==> config.mk <==
export PLATFORM = sky130hd
export DESIGN_NAME = uart_tx_arbiter_flat
export DESIGN_NICKNAME = d
export VERILOG_FILES = /design/src/rtl/uart_tx_arbiter_if.sv /design/src/rtl/uart_tx_arbiter.sv /design/src/flat_wrapper.sv
export SDC_FILE = /design/constraint.sdc
export NUM_CORES = 1
export LEC_CHECK = 0
export ABC_AREA = 1
export CAP_MARGIN = 10
export CORE_AREA = 4 4 61 63
export CTS_CLUSTER_SIZE = 8
export DETAILED_ROUTE_END_ITERATION = 10
export DIE_AREA = 0 0 65 67
export GPL_ROUTABILITY_DRIVEN = 0
export PLACE_DENSITY = 0.84
export SKIP_CTS_REPAIR_TIMING = 1
export SYNTH_ARGS = -nofsm -noshare
export SYNTH_HDL_FRONTEND = slang
export SYNTH_SLANG_ARGS = --single-unit
==> constraint.sdc <==
create_clock -name clk -period 4.3 [get_ports clk]
set_clock_uncertainty 0.1 [all_clocks]
set_input_delay 0.645 -clock clk [delete_from_list [all_inputs] [get_ports clk]]
set_output_delay 0.645 -clock clk [all_outputs]
set_load 0.05 [all_outputs]
==> src/rtl/uart_tx_arbiter_if.sv <==
// uart_tx_arbiter_if: producer-side and transmitter-side signals of the UART transmit arbiter
interface uart_tx_arbiter_if #(
  parameter int NUM_REQ = 4,
  parameter int DATA_W = 8
);
  localparam int ID_W = NUM_REQ > 1 ? $clog2(NUM_REQ) : 1;
  logic [NUM_REQ-1:0] req;
  logic [NUM_REQ*DATA_W-1:0] req_data;
  logic [NUM_REQ-1:0] grant;
  logic [DATA_W-1:0] tx_data;
  logic tx_start;
  logic tx_busy;
  logic [ID_W-1:0] active_id;
  logic idle;
  modport master (output req, req_data, tx_busy, input grant, tx_data, tx_start, active_id, idle);
  modport slave (input req, req_data, tx_busy, output grant, tx_data, tx_start, active_id, idle);
endinterface

==> src/rtl/uart_tx_arbiter.sv <==
// uart_tx_arbiter: round-robin sharing of one UART transmitter; define UART_ARB_TIMEOUT_EN for a busy-rise timeout with sticky timeout_err
module uart_tx_arbiter #(
  parameter int NUM_REQ = 4,
  parameter int DATA_W = 8,
  parameter int BUSY_TIMEOUT = 16
) (
  input logic clk,
  input logic reset,
  uart_tx_arbiter_if.slave bus
`ifdef UART_ARB_TIMEOUT_EN
  , output logic timeout_err
`endif
);
  localparam int ID_W = NUM_REQ > 1 ? $clog2(NUM_REQ) : 1;
  typedef enum logic [1:0] {IDLE, LAUNCH, WAIT_BUSY, WAIT_DONE} state_t;
  state_t state, state_nx;
  logic [ID_W-1:0] ptr, sel, idx;
  logic found, launch, tmo;
  // pick the first requester after the last granted one, wrapping round
  always_comb begin
    sel = ptr;
    idx = ptr;
    found = 1'b0;
    for (int k = NUM_REQ; k >= 1; k--) begin
      idx = ID_W'((int'(ptr) + k) % NUM_REQ);
      if (bus.req[idx]) begin
        sel = idx;
        found = 1'b1;
      end
    end
  end
  // state register
  always_ff @(posedge clk or negedge reset)
    if (!reset) state <= IDLE;
    else state <= state_nx;
  // next state: a launch only ever starts from IDLE with the transmitter free
  always_comb begin
    state_nx = state;
    case (state)
      IDLE: state_nx = (!bus.tx_busy && found) ? LAUNCH : IDLE;
      LAUNCH: state_nx = WAIT_BUSY;
      WAIT_BUSY: state_nx = bus.tx_busy ? WAIT_DONE : (tmo ? IDLE : WAIT_BUSY);
      default: state_nx = bus.tx_busy ? WAIT_DONE : IDLE;
    endcase
  end
  assign launch = state == IDLE && state_nx == LAUNCH;
  // registered outputs: grant and tx_start pulse for the LAUNCH cycle, byte and id held until the next launch
  always_ff @(posedge clk or negedge reset)
    if (!reset) begin
      bus.grant <= '0;
      bus.tx_start <= 1'b0;
      bus.tx_data <= '0;
      bus.active_id <= '0;
      bus.idle <= 1'b1;
      ptr <= ID_W'(NUM_REQ - 1);
    end else begin
      bus.grant <= launch ? NUM_REQ'(1) << sel : '0;
      bus.tx_start <= launch;
      bus.idle <= state_nx == IDLE;
      if (launch) begin
        bus.tx_data <= bus.req_data[int'(sel)*DATA_W +: DATA_W];
        bus.active_id <= sel;
        ptr <= sel;
      end
    end
`ifdef UART_ARB_TIMEOUT_EN
  localparam int CW = $clog2(BUSY_TIMEOUT + 1);
  logic [CW-1:0] cnt;
  assign tmo = state == WAIT_BUSY && !bus.tx_busy && cnt == CW'(BUSY_TIMEOUT - 1);
  // count WAIT_BUSY cycles; a timeout abandons the granted byte and latches the error
  always_ff @(posedge clk or negedge reset)
    if (!reset) begin
      cnt <= '0;
      timeout_err <= 1'b0;
    end else begin
      cnt <= state == WAIT_BUSY ? cnt + 1'b1 : '0;
      if (tmo) timeout_err <= 1'b1;
    end
`else
  assign tmo = 1'b0;
`endif
endmodule

==> src/flat_wrapper.sv <==
// flat-port wrapper written by rule: the top's interface ports become plain ports
module uart_tx_arbiter_flat 
#(
  parameter int NUM_REQ = 4,
  parameter int DATA_W = 8,
  parameter int BUSY_TIMEOUT = 16
)
  (clk, reset, bus_req, bus_req_data, bus_tx_busy, bus_grant, bus_tx_data, bus_tx_start, bus_active_id, bus_idle);
  uart_tx_arbiter_if #(.NUM_REQ(NUM_REQ), .DATA_W(DATA_W)) bus_i ();
  input logic clk;
  input logic reset;
  input wire logic [$bits(bus_i.req)-1:0] bus_req;
  input wire logic [$bits(bus_i.req_data)-1:0] bus_req_data;
  input wire logic [$bits(bus_i.tx_busy)-1:0] bus_tx_busy;
  output wire logic [$bits(bus_i.grant)-1:0] bus_grant;
  output wire logic [$bits(bus_i.tx_data)-1:0] bus_tx_data;
  output wire logic [$bits(bus_i.tx_start)-1:0] bus_tx_start;
  output wire logic [$bits(bus_i.active_id)-1:0] bus_active_id;
  output wire logic [$bits(bus_i.idle)-1:0] bus_idle;
  assign bus_i.req = bus_req;
  assign bus_i.req_data = bus_req_data;
  assign bus_i.tx_busy = bus_tx_busy;
  assign bus_grant = bus_i.grant;
  assign bus_tx_data = bus_i.tx_data;
  assign bus_tx_start = bus_i.tx_start;
  assign bus_active_id = bus_i.active_id;
  assign bus_idle = bus_i.idle;
  uart_tx_arbiter #(.NUM_REQ(NUM_REQ), .DATA_W(DATA_W), .BUSY_TIMEOUT(BUSY_TIMEOUT)) u_core (.clk(clk), .reset(reset), .bus(bus_i));
endmodule
==> results.json, run 1 <==
{
  "worst-path-stages": 14,
  "fp.dieH_um": 67,
  "dieArea_um2": 4360,
  "drive_gt1_frac": 0.103,
  "ys_seq_area_frac": 0.350,
  "fmax_ghz": 0.402,
  "slowest_delay_ns": 0.52,
  "path_clk_slew_ns": 0.11,
  "cp-start-kind": "input port",
  "crit_path_max_fanout": 21,
  "slew_violations": 0,
  "hpwl_um": 2420,
  "drv_cap": 0,
  "totalPowerFinal_mw": 1.48,
  "switchingPower_mw": 0.814,
  "reg2reg_slack_ns": 1.98,
  "rows": 21,
  "synthDominantCellAreaShare": 0.295,
  "io_pins": 55,
  "p_leak_nw": 1.11,
  "r2r-end": "u_core.bus.tx_data[7]",
  "cts_buffers": 3,
  "p_sw_frac": 0.551,
  "combinationalPowerShare": 0.720,
  "clk_latency_ns": 0.28,
  "yosysWarnings": 0,
  "power.share.clock": 0.059,
  "busiest_layer": "met2",
  "min_period_over_period": 0.579,
  "clk_path_buf_depth": 2,
  "syn_inst": 212,
  "worstHoldEndpoint": "u_core.bus.tx_data[5]",
  "critPathTopFamily": "simple AND/OR/NAND/NOR gates",
  "grt_max_degree": 22,
  "worst_slew_pin_slew_ns": 0.824,
  "vdd_ir_drop_max_v": 0.000297,
  "grt_pass1_wl_um": 4950,
  "antenna_found_initial": 0,
  "clkSinkCount": 20,
  "criticalPathCategory": "in -> reg",
  "htreeDepth": 1,
  "drc": 0,
  "wirelength_um": 3050,
  "diodes": 0,
  "worst_r2r_startpoint": "u_core.ptr[0]",
  "synth_nets": 254,
  "ant_nets": 0,
  "hp-start": "u_core.bus.tx_data[5]",
  "portBuffers": 54,
  "first_global_vias": 1199,
  "worstPathCellList": "clkdlybuf4s50_1 -> inv_1 -> nand2_1 -> nand3_1 -> nand2_1 -> inv_1 -> nand2_2 -> nand3_2 -> nand2_2 -> nand2_1 -> nand3_1 -> nand2_1 -> nand2_1 -> nand2_1",
  "synth_seq_cells": 20,
  "syn_area_per_cell_um2": 6.80,
  "synth_area_um2": 1440,
  "use_met3": 0.0135,
  "status": "completed",
  "synth_cell_types": 23,
  "cell_internal_pwr_mw": 0.664,
  "fin_nets": 306,
  "relSlewSlack": 0.449,
  "finalSetupViolCount": 0,
  "synthTopCellsByArea": "dfrtp_1, nand2_1, nand3_1, inv_1, dfstp_2",
  "die_w_um": 65,
  "grt_usage": 0.140,
  "crit_top_cell": "nand2_1",
  "grt_overflow": 0,
  "setup_tns_ns": 0,
  "vias_per_cell": 4.50,
  "use_met2": 0.231,
  "post_drt_wl_per_cell_um": 9.86,
  "finalHoldViolCount": 0,
  "min_path_cells": 2,
  "hold_class": "reg -> reg",
  "rr_worst_depth": 13,
  "worstPathRequired_ns": 4.40,
  "rsz0062_at_grt": "no",
  "final_common_cell": "nand2_1",
  "vias": 1390,
  "syn_to_final_growth_pct": 39.1,
  "period_needed_ns": 2.49,
  "drtIter0Drc": 34,
  "root_buffer": "clkbuf_4",
  "cp_num_buf_inv": 3,
  "arrival_ns": 2.58,
  "core_um2": 3230,
  "p_seq_frac": 0.221,
  "pwr_density_cell_nw_per_um2": 737,
  "yosysTopAreaCell": "dfrtp_1",
  "critPathSlowestCell": "clkdlybuf4s50_1",
  "drt_pass1_iterations": 4,
  "start_util": 0.446,
  "cts_tree": "yes",
  "cp-end-kind": "register",
  "use_met1": 0.192,
  "final_cell_mix": "nand2_1, clkdlybuf4s50_1, inv_1, nand3_1, dfrtp_1"
}
power groups by stage:
| stage | clock, mW | sequential, mW | combinational (mW) |
|---|---|---|---|
| floorplan | 0 | 0.509 | 0.682 |
| detailed placement | 0 | 0.330 | 1.06 |
| global placement | 0 | 0.329 | 1.05 |
| global route | 0.0948 | 0.338 | 1.17 |
| CTS | 0.0902 | 0.327 | 1.07 |
| finish | 0.0877 | 0.326 | 1.06 |
worst max path at each step:
stage / startpoint / end / slack (ns)
floorplan: bus_req[3] / u_core.bus.tx_data[4] / 2.45
global placement: bus_req[1] / u_core.bus.tx_data[7] / 1.56
detailed placement: bus_req[1] / u_core.bus.tx_data[7] / 1.51
CTS: bus_req[1] / u_core.bus.tx_data[7] / 1.82
global route: bus_req[1] / u_core.bus.tx_data[4] / 1.60
finish: bus_req[1] / u_core.bus.tx_data[7] / 1.81
area by class of cell:
| cell class | count | area [um^2] |
|---|---|---|
| fill | 298 | 1230 |
| tap | 46 | 57.6 |
| clock buffer | 4 | 26.3 |
| timing repair buffer | 54 | 541 |
| inverter | 48 | 185 |
| multi-input combinational | 137 | 692 |
| sequential | 20 | 504 |
layer usage:
layer,vias up,share of wire
met3,2,0.058
met2,45,0.48
met4,0,0.0082
met5,-,0
li1,739,-
met1,604,0.46
flip-flops by register name, indices dropped and copies added (netlist names):
signal	count
u_core.bus.active_id	2
u_core.bus.grant	4
u_core.bus.idle	1
u_core.bus.tx_data	8
u_core.bus.tx_start	1
u_core.ptr	2
u_core.state	2
synthesized netlist by cell type:
cell type  count
nand2_1       66
o21ai_0        4
nor3_1         1
nand3_2        3
ha_1           3
nor2_8         1
buf_6          4
inv_2          4
buf_2          3
a21oi_1        2
inv_4          2
nand3_1       33
nand2_4        3
nor2_1        10
o21ai_4        1
dfrtp_1       17
inv_1         42
nand4_1        1
nand2_2        6
nand3b_2       1
dfstp_2        3
nand3b_1       1
and3_1         1
through the flow:
| step | area [um^2] | utilization | std cells | hold WS [ns] | setup WS [ns] |
|---|---|---|---|---|---|
| floorplan | 1440 | - | 212 | 0.249 | 2.45 |
| global route | 2010 | 0.621 | 309 | 0.429 | 1.60 |
| detailed placement | 1980 | 0.612 | 305 | 0.372 | 1.51 |
| global placement | 1980 | 0.612 | 305 | 0.370 | 1.56 |
| CTS | 2010 | 0.621 | 309 | 0.399 | 1.82 |
| finish | 2010 | 0.621 | 309 | 0.400 | 1.81 |
worst min-delay path: cells and delay by family (launching register included):
| family | cells | cell delay [ns] |
|---|---|---|
| simple gates | 2 | 0.11 |
| flops | 1 | 0.37 |
cells by family after synthesis:
kind of cell    synth area share
flops                      0.350
compound gates            0.0321
buf+inv                    0.170
simple gates               0.422
fa+ha+maj                 0.0260
Power figures use the tool's default switching activity.
==> run 2: changes to the inputs <==
Settings changed: CORE_AREA 4 4 61 63 to 4 4 63 65, DIE_AREA 0 0 65 67 to 0 0 67 69, PLACE_DENSITY 0.84 to 0.79.
Clock period 4.3 ns to 2.4 ns, I/O delays scaled along.
==> run 2 against run 1 <==
Compared with the run above:
- routed wire length grew 14%
- first-iteration DRC count rose by 120%
- cell count is 1.6% higher
- critical path type is now reg -> reg
- clock power up 130%
- largest cell class unchanged
- setup slack worse by 1.5 ns
- via count increased by 1.7%
- register-to-register slack worse by 1.7 ns
- global-route usage grew 1.4 points
- critical path depth fell by 1
- sequential share of layout area down 0.58 points
- cell area increased by 2.4%
- sequential power rose by 80%
==> results.json, run 2 (synthesis results as in run 1) <==
{
  "slowest_delay_ns": 0.67,
  "finalHoldViolCount": 0,
  "fin_nets": 311,
  "final_common_cell": "nand2_1",
  "cts_tree": "yes",
  "antenna_found_initial": 0,
  "cp-start-kind": "register",
  "power.share.clock": 0.071,
  "worst_slew_pin_slew_ns": 0.502,
  "min_period_over_period": 0.883,
  "vias_per_cell": 4.50,
  "status": "completed",
  "wirelength_um": 3470,
  "cp_num_buf_inv": 2,
  "setup_tns_ns": 0,
  "path_clk_slew_ns": 0.11,
  "finalNonFillerCells": 314,
  "seqCellArea_um2": 504,
  "p_sw_frac": 0.544,
  "drt_pass1_iterations": 6,
  "relSlewSlack": 0.664,
  "clk_latency_ns": 0.31,
  "worstPathCellList": "inv_4 -> nand2_1 -> nand3_1 -> nand2_1 -> inv_1 -> nand2_2 -> nand3_2 -> nand2_2 -> nand2_1 -> nand3_1 -> nand2_1 -> nand2_1 -> nand2_1",
  "post_drt_wl_per_cell_um": 11.1,
  "crit_top_cell": "nand2_1",
  "syn_to_final_growth_pct": 42.4,
  "reg_top3": "u_core.bus.tx_data: 8 flops, u_core.bus.grant: 4 flops",
  "combinationalPowerShare": 0.719,
  "critPathSlowestCell": "dfstp_2",
  "grt_pass1_wl_um": 5650,
  "drtIter0Drc": 75,
  "rsz0062_at_grt": "no",
  "rr_worst_depth": 13,
  "portBuffers": 54,
  "p_leak_nw": 1.14,
  "period_needed_ns": 2.12,
  "diodes": 0,
  "grt_usage": 0.155,
  "first_global_vias": 1267,
  "crit_path_max_fanout": 21,
  "fmax_ghz": 0.472,
  "core_um2": 3340,
  "arrival_ns": 2.24,
  "start_util": 0.432,
  "largest_register_ffs": 8,
  "fill_cells": 322,
  "drc": 0,
  "drv_cap": 0,
  "p_seq_frac": 0.210,
  "clkSinkCount": 20,
  "fp.dieH_um": 69,
  "dp_cells": 310,
  "die_w_um": 67,
  "cell_internal_pwr_mw": 1.28,
  "final_cell_mix": "nand2_1, clkdlybuf4s50_1, inv_1, nand3_1, dfrtp_1",
  "drive_gt1_frac": 0.123,
  "final_cell_area_um2": 2050,
  "rows": 21,
  "worstPathRequired_ns": 2.52,
  "hold_class": "in -> async",
  "io_pins": 55,
  "multi_input_area_um2": 692,
  "r2r-end": "u_core.bus.tx_data[1]",
  "vdd_ir_drop_max_v": 0.000634,
  "cp-end-kind": "register",
  "clk_path_buf_depth": 2,
  "worst_r2r_startpoint": "u_core.ptr[0]",
  "vias": 1414,
  "slew_violations": 0,
  "top_register": "u_core.bus.tx_data",
  "criticalPathCategory": "reg -> reg",
  "htreeDepth": 1,
  "critPathTopFamily": "simple AND/OR/NAND/NOR gates",
  "finalSetupViolCount": 0,
  "pwr_density_cell_nw_per_um2": 1360,
  "hpwl_um": 2700,
  "dieArea_um2": 4620,
  "ant_nets": 0,
  "reg2reg_slack_ns": 0.28,
  "cts_buffers": 3,
  "switchingPower_mw": 1.52,
  "placed_area_um2": 2020,
  "grt_overflow": 0,
  "root_buffer": "clkbuf_4",
  "grt_max_degree": 22
}
[run 2: changes by cell type in the layout (fill, tap and decap cells not counted)]
cell	before	now
buf_4	0	5
clkbuf_8	0	1
clkbuf_1	1	0
[run 2: cell type report]
| type | count | share of cell area |
|---|---|---|
| tap | 46 | 0.0280 |
| multi-input combinational | 137 | 0.337 |
| clock buffer | 4 | 0.0177 |
| sequential | 20 | 0.246 |
| timing repair buffer | 59 | 0.282 |
| inverter | 48 | 0.0902 |
[run 2: worst max-delay path by stage]
stage	cells past startpoint	slack, ns	start	to
after floorplan	14	0.57	u_core.ptr[0]	u_core.bus.tx_data[0]
after global placement	14	0.15	bus_req[3]	u_core.bus.tx_data[1]
after detailed placement	14	0.06	bus_req[3]	u_core.bus.tx_data[2]
after CTS	1	0.30	u_core.bus.idle	bus_idle
after global routing	13	0.09	u_core.ptr[0]	u_core.bus.tx_data[1]
final	13	0.28	u_core.ptr[0]	u_core.bus.tx_data[1]
[run 2: metal layers]
layer,GRT usage,share of wire,up-vias
li1,-,-,748
met5,0,0,-
met4,0.0766,0.029,0
met2,0.228,0.46,50
met1,0.215,0.44,608
met3,0.0244,0.071,8
[run 2: power groups by stage]
stage,registers [mW],clock network (mW),logic [mW]
2_1_floorplan,0.911,0,1.22
3_3_place_gp,0.590,0,1.96
3_5_place_dp,0.592,0,2.01
4_1_cts,0.587,0.200,2.02
5_1_grt,0.604,0.218,2.20
6_report,0.588,0.198,2.01
[run 2: per-stage QoR]
step | total power [mW] | hold WS [ns] | setup slack (ns) | utilization
2_1_floorplan | 2.13 | -0.0356 | 0.572 | -
3_3_place_gp | 2.55 | 0.375 | 0.149 | 0.604
3_5_place_dp | 2.60 | 0.372 | 0.0596 | 0.604
4_1_cts | 2.81 | 0.276 | 0.299 | 0.615
5_1_grt | 3.02 | 0.287 | 0.0861 | 0.615
6_report | 2.80 | 0.269 | 0.282 | 0.615
==> run 3: changes to the inputs <==
Settings changed: REMOVE_ABC_BUFFERS set to 1.
==> run 3 against run 2 <==
Compared with the run above:
- global-route usage decreased by 1.6 points
- combinational power decreased by 3%
- cell area decreased by 0.37%
- via count decreased by 1.1%
- sequential power decreased by 0.9%
- largest cell class unchanged
- largest power group unchanged
==> results.json, run 3 (synthesis results as in run 1) <==
{
  "crit_path_max_fanout": 10,
  "cp-start-kind": "register",
  "reg2reg_slack_ns": 0.32,
  "worst_slew_pin_slew_ns": 0.522,
  "clk_latency_ns": 0.30,
  "fin_nets": 310,
  "start_util": 0.432,
  "drt_pass1_iterations": 4,
  "finalHoldViolCount": 0,
  "ant_nets": 0,
  "wirelength_um": 3160,
  "vias_per_cell": 4.47,
  "status": "completed",
  "die_w_um": 67,
  "final_cell_mix": "nand2_1, clkdlybuf4s50_1, inv_1, nand3_1, dfrtp_1",
  "fmax_ghz": 0.481,
  "drive_gt1_frac": 0.120,
  "post_drt_wl_per_cell_um": 10.1,
  "period_needed_ns": 2.08,
  "root_buffer": "clkbuf_4",
  "antenna_found_initial": 0,
  "finalNonFillerCells": 313,
  "grt_pass1_wl_um": 5200,
  "setup_ws_ns": 0.320,
  "min_period_over_period": 0.867,
  "relSlewSlack": 0.651,
  "p_leak_nw": 1.14,
  "worst_r2r_startpoint": "u_core.ptr[0]",
  "hpwl_um": 2530,
  "vias": 1398,
  "portBuffers": 54,
  "rsz0062_at_grt": "no",
  "largest_register_ffs": 8,
  "criticalPathCategory": "reg -> reg",
  "vdd_ir_drop_max_v": 0.000550,
  "seqCellArea_um2": 504,
  "dp_cells": 309,
  "grt_max_degree": 22,
  "path_clk_slew_ns": 0.11,
  "cts_tree": "yes",
  "htreeDepth": 1,
  "io_pins": 55,
  "hold_class": "in -> async",
  "clkSinkCount": 20,
  "cp-end-kind": "register",
  "slew_violations": 0,
  "dpl_worst_slack_ns": 0.0874,
  "setup_tns_ns": 0,
  "drc": 0,
  "fp.dieH_um": 69,
  "top_register": "u_core.bus.tx_data",
  "pwr_density_cell_nw_per_um2": 1330,
  "reg_top3": "u_core.bus.tx_data: 8 flops, u_core.bus.grant: 4 flops",
  "dieArea_um2": 4620,
  "arrival_ns": 2.18,
  "diodes": 0,
  "rr_worst_depth": 13,
  "multi_input_area_um2": 692,
  "grt_usage": 0.138,
  "syn_to_final_growth_pct": 41.9,
  "worstPathRequired_ns": 2.50,
  "rows": 21,
  "first_global_vias": 1279,
  "drtIter0Drc": 58,
  "cts_buffers": 3,
  "fill_cells": 315,
  "core_um2": 3340,
  "r2r-end": "u_core.bus.tx_data[4]",
  "drv_cap": 0,
  "clk_path_buf_depth": 2,
  "grt_overflow": 0,
  "finalSetupViolCount": 0,
  "final_common_cell": "nand2_1",
  "utilization": 0.613
}
run 3: report_power, final:
part / internal, mW / leakage, nW / switching, mW
Sequential: 0.491 / 0.249 / 0.0922
Combinational: 0.673 / 0.868 / 1.28
Clock: 0.0926 / 0.0210 / 0.0998
run 3: metrics by stage:
step                      hold slack [ns]  instance area (um^2)  power [mW]
after floorplan                   -0.0356                  1380        2.00
after global placement              0.365                  2010        2.53
after detailed placement            0.377                  2010        2.57
after CTS                           0.276                  2050        2.77
after global routing                0.281                  2050        2.97
final                               0.275                  2050        2.73
run 3: critical path, stage by stage, from the launching register on:
cell	delay (ns)
dfstp_2	0.65
inv_4	0.09
nand2_2	0.07
nand2_2	0.07
nand2_4	0.07
nand2_1	0.06
inv_2	0.07
nand2_1	0.08
o21ai_4	0.32
inv_4	0.14
nand3_1	0.11
nand2_1	0.05
nand2_1	0.05
nand2_1	0.04
run 3: cell type report:
| class | count | share of cell area |
|---|---|---|
| Multi-Input combinational cell | 137 | 0.338 |
| Timing Repair Buffer | 58 | 0.279 |
| Inverter | 48 | 0.0905 |
| Tap cell | 46 | 0.0281 |
| Sequential cell | 20 | 0.246 |
| Clock buffer | 4 | 0.0177 |
run 3: how the worst max path moves through the flow:
stage,slack [ns],to,from
2_1_floorplan,0.40,u_core.bus.tx_data[0],u_core.ptr[0]
3_3_place_gp,0.16,u_core.bus.tx_data[4],bus_req[1]
3_5_place_dp,0.09,u_core.bus.tx_data[4],bus_req[3]
4_1_cts,0.30,u_core.bus.tx_data[4],u_core.ptr[0]
5_1_grt,0.15,u_core.bus.tx_data[0],u_core.ptr[0]
6_report,0.32,u_core.bus.tx_data[4],u_core.ptr[0]
run 3: metal layers:
layer / share of wire / wire, um / track usage
met1: 0.40 / 1280 / 0.163
met2: 0.52 / 1650 / 0.248
met3: 0.067 / 213 / 0.0227
met4: 0.0066 / 21 / 0.0428
met5: 0 / 0 / 0
